## src/rtl/draw_line.sv

```systemverilog
// -----------------------------------------------------------------------------
// draw_line
// Rasterises one straight line into a framebuffer using Bresenham's
// integer algorithm. A line request is taken in IDLE. One cycle (INIT) sets up
// the deltas, and then one pixel is emitted per clock in DRAW until the end
// point has been written. Pixels outside the framebuffer still use their
// cycle, but with the write enable held low.
//
// Ports
//   clk, rst                 clock, asynchronous active-high reset
//   start                    draw request, accepted only in IDLE
//   x0, y0, x1, y1           line endpoints, captured with start
//   color                    pixel value, captured with start
//   we, addr_write, data_in  registered framebuffer write port
//   busy                     high while the line is set up or drawn
//   done                     one-cycle pulse after the last pixel
// -----------------------------------------------------------------------------
module draw_line #(
    parameter int CORDW  = 8,
    parameter int FB_W   = 16,
    parameter int FB_H   = 16,
    parameter int ADDRW  = 8,
    parameter int COLORW = 12
) (
    input  logic              clk,
    input  logic              rst,
    input  logic              start,
    input  logic [CORDW-1:0]  x0,
    input  logic [CORDW-1:0]  y0,
    input  logic [CORDW-1:0]  x1,
    input  logic [CORDW-1:0]  y1,
    input  logic [COLORW-1:0] color,
    output logic              we,
    output logic [ADDRW-1:0]  addr_write,
    output logic [COLORW-1:0] data_in,
    output logic              busy,
    output logic              done
);

    // Two extra bits hold the sign and the doubled error term without overflow.
    localparam int SW = CORDW + 2;
    localparam logic [CORDW-1:0] ONE = CORDW'(1);

    typedef enum logic [1:0] {
        S_IDLE = 2'd0,
        S_INIT = 2'd1,
        S_DRAW = 2'd2,
        S_DONE = 2'd3
    } state_t;

    state_t             state_q, state_d;
    logic [CORDW-1:0]   x0_q, y0_q, x1_q, y1_q;
    logic [CORDW-1:0]   x0_d, y0_d, x1_d, y1_d;
    logic [COLORW-1:0]  color_q, color_d;
    logic [CORDW-1:0]   x_q, y_q, x_d, y_d;
    logic signed [SW-1:0] dx_q, dy_q, err_q;
    logic signed [SW-1:0] dx_d, dy_d, err_d;
    logic               sx_neg_q, sy_neg_q, sx_neg_d, sy_neg_d;
    logic               we_q, we_d;
    logic [ADDRW-1:0]   addr_q, addr_d;
    logic [COLORW-1:0]  data_q, data_d;
    logic               busy_q, busy_d;
    logic               done_q, done_d;

    logic signed [SW-1:0] diff_x_s, diff_y_s, abs_x_s, abs_y_s, e2_s;

    // A pixel is in the framebuffer when both coordinates are in range.
    function automatic logic in_fb(input logic [CORDW-1:0] px, input logic [CORDW-1:0] py);
        return (32'(px) < 32'(FB_W)) && (32'(py) < 32'(FB_H));
    endfunction

    // Row-major address. The arithmetic is modulo 2^ADDRW, so the result is the truncated address.
    function automatic logic [ADDRW-1:0] pix_addr(input logic [CORDW-1:0] px, input logic [CORDW-1:0] py);
        return ADDRW'(py) * ADDRW'(FB_W) + ADDRW'(px);
    endfunction

    assign diff_x_s = $signed(SW'(x1_q)) - $signed(SW'(x0_q));
    assign diff_y_s = $signed(SW'(y1_q)) - $signed(SW'(y0_q));
    assign abs_x_s  = diff_x_s[SW-1] ? -diff_x_s : diff_x_s;
    assign abs_y_s  = diff_y_s[SW-1] ? -diff_y_s : diff_y_s;
    assign e2_s     = err_q <<< 1;

    // Next-state, stepping and write-port logic.
    always_comb begin
        state_d  = state_q;
        x0_d     = x0_q;
        y0_d     = y0_q;
        x1_d     = x1_q;
        y1_d     = y1_q;
        color_d  = color_q;
        x_d      = x_q;
        y_d      = y_q;
        dx_d     = dx_q;
        dy_d     = dy_q;
        err_d    = err_q;
        sx_neg_d = sx_neg_q;
        sy_neg_d = sy_neg_q;
        we_d     = 1'b0;
        addr_d   = addr_q;
        data_d   = data_q;
        case (state_q)
            S_IDLE: begin
                if (start) begin
                    x0_d    = x0;
                    y0_d    = y0;
                    x1_d    = x1;
                    y1_d    = y1;
                    color_d = color;
                    x_d     = x0;
                    y_d     = y0;
                    state_d = S_INIT;
                end else begin
                    state_d = S_IDLE;
                end
            end
            S_INIT: begin
                dx_d     = abs_x_s;
                dy_d     = -abs_y_s;
                err_d    = abs_x_s - abs_y_s;
                sx_neg_d = (x1_q < x0_q);
                sy_neg_d = (y1_q < y0_q);
                // Register the first pixel now so that it is visible in the first DRAW cycle.
                we_d     = in_fb(x_q, y_q);
                if (in_fb(x_q, y_q)) begin
                    addr_d = pix_addr(x_q, y_q);
                    data_d = color_q;
                end else begin
                    addr_d = addr_q;
                end
                state_d  = S_DRAW;
            end
            S_DRAW: begin
                if ((x_q == x1_q) && (y_q == y1_q)) begin
                    state_d = S_DONE;
                end else begin
                    // Both corrections use the same e2, which is taken before err is updated.
                    if (e2_s >= dy_q) begin
                        err_d = err_d + dy_q;
                        x_d   = sx_neg_q ? (x_q - ONE) : (x_q + ONE);
                    end else begin
                        x_d   = x_q;
                    end
                    if (e2_s <= dx_q) begin
                        err_d = err_d + dx_q;
                        y_d   = sy_neg_q ? (y_q - ONE) : (y_q + ONE);
                    end else begin
                        y_d   = y_q;
                    end
                    we_d = in_fb(x_d, y_d);
                    if (in_fb(x_d, y_d)) begin
                        addr_d = pix_addr(x_d, y_d);
                        data_d = color_q;
                    end else begin
                        addr_d = addr_q;
                    end
                end
            end
            S_DONE: begin
                state_d = S_IDLE;
            end
            default: begin
                state_d = S_IDLE;
            end
        endcase
        busy_d = (state_d == S_INIT) || (state_d == S_DRAW);
        done_d = (state_d == S_DONE);
    end

    // State register.
    always_ff @(posedge clk or posedge rst) begin
        if (rst) begin
            state_q <= S_IDLE;
        end else begin
            state_q <= state_d;
        end
    end

    // Datapath and output registers. Reset ends any line that is being drawn.
    always_ff @(posedge clk or posedge rst) begin
        if (rst) begin
            x0_q     <= '0;
            y0_q     <= '0;
            x1_q     <= '0;
            y1_q     <= '0;
            color_q  <= '0;
            x_q      <= '0;
            y_q      <= '0;
            dx_q     <= '0;
            dy_q     <= '0;
            err_q    <= '0;
            sx_neg_q <= 1'b0;
            sy_neg_q <= 1'b0;
            we_q     <= 1'b0;
            addr_q   <= '0;
            data_q   <= '0;
            busy_q   <= 1'b0;
            done_q   <= 1'b0;
        end else begin
            x0_q     <= x0_d;
            y0_q     <= y0_d;
            x1_q     <= x1_d;
            y1_q     <= y1_d;
            color_q  <= color_d;
            x_q      <= x_d;
            y_q      <= y_d;
            dx_q     <= dx_d;
            dy_q     <= dy_d;
            err_q    <= err_d;
            sx_neg_q <= sx_neg_d;
            sy_neg_q <= sy_neg_d;
            we_q     <= we_d;
            addr_q   <= addr_d;
            data_q   <= data_d;
            busy_q   <= busy_d;
            done_q   <= done_d;
        end
    end

    assign we         = we_q;
    assign addr_write = addr_q;
    assign data_in    = data_q;
    assign busy       = busy_q;
    assign done       = done_q;

endmodule

```

## config.mk

```make
export PLATFORM = sky130hd
export DESIGN_NAME = draw_line
export DESIGN_NICKNAME = d
export VERILOG_FILES = /design/src/rtl/draw_line.sv
export SDC_FILE = /design/constraint.sdc
export NUM_CORES = 1
export LEC_CHECK = 0
export ABC_AREA = 1
export CORE_UTILIZATION = 55
export CTS_BUF_LIST = sky130_fd_sc_hd__clkbuf_8
export CTS_CLUSTER_DIAMETER = 50
export DETAILED_ROUTE_END_ITERATION = 16
export GPL_TIMING_DRIVEN = 0
export PLACE_DENSITY = 0.74
export SLEW_MARGIN = 10
export SYNTH_ARGS = -nofsm -noshare
export SYNTH_HDL_FRONTEND = slang
export SYNTH_SLANG_ARGS = --single-unit
```

## constraint.sdc

```tcl
create_clock -name clk -period 5.9 [get_ports clk]
set_input_delay 1.18 -clock clk [delete_from_list [all_inputs] [get_ports clk]]
set_output_delay 1.18 -clock clk [all_outputs]
set_load 0.1 [all_outputs]
```

==> run summary <==
The tools report the number of nets in the layout as 1,475. The kind of capture point of the worst setup path is a flip-flop. Data on the critical path arrives at its endpoint at 4.43 ns. The final cycle utilization of the critical path was 68.96%.

TritonCTS built the clock tree. The number of cells traversed by the worst register-to-register path is 23. The run gives 0 as the number of diodes added for antenna fixing. The number of cells traversed by the worst hold path is 2, and the final standard cell utilization of the core is 65.51%.

In this run, CTS created clock tree buffers numbering 17. The worst hold path terminates at addr_write[0]. The tree is rooted in a sky130_fd_sc_hd__clkbuf_8. No sink is reached through more buffers than the 2 on the longest clock path. The source of the critical timing path was err_q[8]. In the routed layout, each cell is associated on average with a via count of 5.455. The share of flip-flops with an asynchronous set or reset after synthesis works out to 100.0%. Multiplexer cells account for 0.2203% of the synthesized area. In this run, synthesis inferred 0 flip-flops with an integrated enable. In the synthesized netlist the dominant register cell turns out to be sky130_fd_sc_hd__dfrtp_1.

When the netlist entered floorplanning its net count stood at 1,386. Most common cell after layout, fill and taps aside: sky130_fd_sc_hd__nand2_1. For the smallest hold slack, the log shows 0.4797 ns.

70 I/O pins were placed. The later pin in the worst-skew pair is clocked with a latency of 0.48 ns. The final hold violation count was 0.

Clock-pin slew was measured on the worst setup and hold paths at 0.08 ns. Final setup skew: 0.01182 ns. The logs give 0 for the number of pins with negative max-slew slack in the final report and 0 for the number of warnings printed during yosys synthesis. The area share of and/or/nand/nor cells after synthesis was 24.85%; the fraction of final layout cells with drive strength greater than 1 was 6.820%. In the global route stage, met1 resource usage came out at 38.98%. The startpoint identified for the worst hold timing path is addr_write[0]. The largest family of logic cells by synthesized area is simple AND/OR/NAND/NOR gates. For this run, the top clock speed supported by timing is 245.8 MHz. Dividing the detail-routed wire length by the instance count gives 16.01 um. In this run the worst path has a maximum fanout of 10.

Effective utilization at floorplan: 56.80%. The initial antenna violation count was 0. The width of the chip is 130.5 um. Summing the sequential cell areas from Yosys gives 31.94% of the chip area. The all-layer global routing usage was 31.35%. For this run, global-route usage on met3 was measured as 5.619%.

The total area inside the core boundary comes to 16,000 um^2. The leakage power came out at 0.005502 uW. Path type of the worst min-delay path: reg2reg. Walking the worst path, the cells encountered are ha_1, nand2_2, inv_1, a21oi_2, nand4_2, nand2_2, buf_6, nand2_1, o21a_1, inv_1, ha_1, inv_1, fa_1, o21ai_0, nand4_1, o211ai_1, nor2_1, nor2_1, nand3_1, nand3_1, nand2_1, nand2_1, nand2_1.

The total overflow left after global routing is 0. The maximum cell stage delay along the critical path was 0.45 ns. The logs give 8,076 for the number of global-route vias before repair and 0.9175 for the final estimated routing congestion in global placement. Subtracting the final worst setup slack from the clock period gives 4.069 ns. After clock tree synthesis, the flow added hold-fix buffers numbering 0.

Entering global routing, the biggest net connects 85 pins. Summing over every cut layer, the via total after detailed routing is 8,537. The synthesized design contains 116 register bits. The tool flagged a number of max-cap violations equal to 0.

The CTS sink count came out at 116. Data on the critical path is required at its endpoint by 6.26 ns. The run gives 40,160 um as the wire length of the first global-routing pass. The endpoint of the lowest-slack register-to-register path is err_q[8]. Setup repair after global routing left no endpoint under its margin. In this run the critical register-to-register path is launched from err_q[8]. Cell type of the slowest stage on the worst timing path: sky130_fd_sc_hd__dfrtp_1. The library cell appearing most often on the critical path was sky130_fd_sc_hd__nand2_1.

Start-to-end type of the worst setup path: reg2reg. The worst-case vdd ir drop was 0.0001421 V. For this design the ratio of total power to cell area is 154.2 nW/um^2.

In the layout the commonest cells are sky130_fd_sc_hd__nand2_1 (340), sky130_fd_sc_hd__inv_1 (191), sky130_fd_sc_hd__dfrtp_1 (116). The run gives 0 as the post-cts sizing count. The synthesized netlist devotes 13.41% of its cell area to adder and majority cells.

The floorplan step set the die height to 130.5 um. The tools report the startpoint kind of the worst setup timing path as a flip-flop. Compared with the post-synthesis result, the final layout area differs by 15.34%. The per-instance average area after synthesis was 7.287 um^2.

The initialized floorplan defines 46 standard-cell rows. Once detailed placement completed, the half-perimeter wirelength came to 19,710 um. The run finished with clean final reports.

The number of buffer and inverter stages on the critical path is 4, and the count of distinct cell types in the synthesized netlist is 45. The logs give 1.83 ns for the slack of the worst reg-to-reg path and 1,247 for the instance count of the mapped netlist. Grouping stages by cell kind, the critical path spends the most delay in simple AND/OR/NAND/NOR gates. The count of buffers from port buffering was 69; the headroom to the max-slew limit was 34.38%. The post-synthesis instance area was 9087 um^2; the fraction of synthesized cell area in xor and xnor cells was 5.783%.

The final setup violation count is 0. The number of routed nets with antenna violations was 0. The floorplan step defined a die boundary enclosing 17,040 um^2. The layer flagged by global routing as most heavily used is met2.

Final wirelength: 25,050 um. The slew at the pin closest to its max-slew limit is 0.9812 ns, and the number of setup buffers added after CTS is 0. The first detailed-routing pass took 6 iterations.

For the starting DRC count in detailed routing, the log shows 673. In this run the number of H-tree levels came out at 4. Summing the areas of all compound-gate instances in the mapped netlist gives 14.04% of the synthesized area. The global routing usage on met2 is 52.23%, and the remaining routing DRC violations is 0.
[worst reg2reg max path, delay by kind of cell (launching register included)]
kind | cells | cell delay, ns
buffers and inverters | 4 | 0.34
AO/OA/AOI/OAI | 4 | 0.91
AND/OR/NAND/NOR | 12 | 1.33
flip-flops | 1 | 0.45
adder cells (fa/ha/maj) | 3 | 0.94
[stage by stage]
stage	area, um^2	TNS [ns]	std cells	power, uW	worst slack (ns)
after CTS	10480	0	1565	1618	1.852
after detailed placement	10080	0	1533	865.9	1.887
after global routing	10480	0	1565	1656	1.450
after floorplan	9087	0	1247	822.2	1.648
final	10480	0	1565	1616	1.831
after global placement	10050	-12.50	1532	863.2	-0.1207
[sequential cells by signal, summed over array words and instances (netlist names), 9 cells and up]
name and flops:
dx_q 10, color_q 12, data_in 12, err_q 9, dy_q 10
[area by class of cell]
cell class                      instances  area, um^2
Buffer                                 30       146.4
Clock buffer                           18       247.7
Clock inverter                         14       152.6
Fill cell                            1466        5519
Inverter                              197       744.5
Multi-Input combinational cell        904        5299
Sequential cell                       116        2903
Tap cell                              216       270.3
Timing Repair Buffer                   70       718.2
[power breakdown]
group | total [uW] | switching [uW] | internal (uW)
Sequential | 794 | 0 | 794
Clock | 767 | 377 | 390
Combinational | 55.0 | 26.3 | 28.8
[worst max path at each step]
stage | cells after the start | to
after detailed placement | 23 | err_q[8]
after global placement | 2 | dx_q[7]
after floorplan | 1 | addr_write[0]
after CTS | 23 | err_q[8]
final | 23 | err_q[8]
after global routing | 23 | err_q[8]
[cells by family after synthesis]
family,after synthesis
adders and majority gates,92
xor gates and xnor gates,60
AOI/OAI and AO/OA,224
DFF,116
buffers and inverters,227
muxes,2
and+or+nand+nor,526
[per-layer routing]
layer	vias up	routed length, um	share of wire, %
met2	290	11660	47
met1	3944	10760	43
met3	79	1451	5.8
li1	4224	-	-
met4	0	1181	4.7
met5	-	0	0
[cell usage after synthesis, types with 10 or more instances]
library cell	n	area share (%)
sky130_fd_sc_hd__nor2_1	55	2.3
sky130_fd_sc_hd__nand2_1	340	14
sky130_fd_sc_hd__clkbuf_1	22	0.91
sky130_fd_sc_hd__ha_1	83	11
sky130_fd_sc_hd__nand3_1	66	3.6
sky130_fd_sc_hd__o21ai_2	14	1.3
sky130_fd_sc_hd__inv_1	191	7.9
sky130_fd_sc_hd__nand2_2	17	1.2
sky130_fd_sc_hd__xor2_1	32	3.1
sky130_fd_sc_hd__a21oi_1	65	3.6
sky130_fd_sc_hd__nand4_1	22	1.5
sky130_fd_sc_hd__a31oi_1	10	0.69
sky130_fd_sc_hd__o21ai_0	94	5.2
sky130_fd_sc_hd__xnor2_1	28	2.7
sky130_fd_sc_hd__dfrtp_1	116	32
No activity file was read; power rests on OpenSTA's default activity.
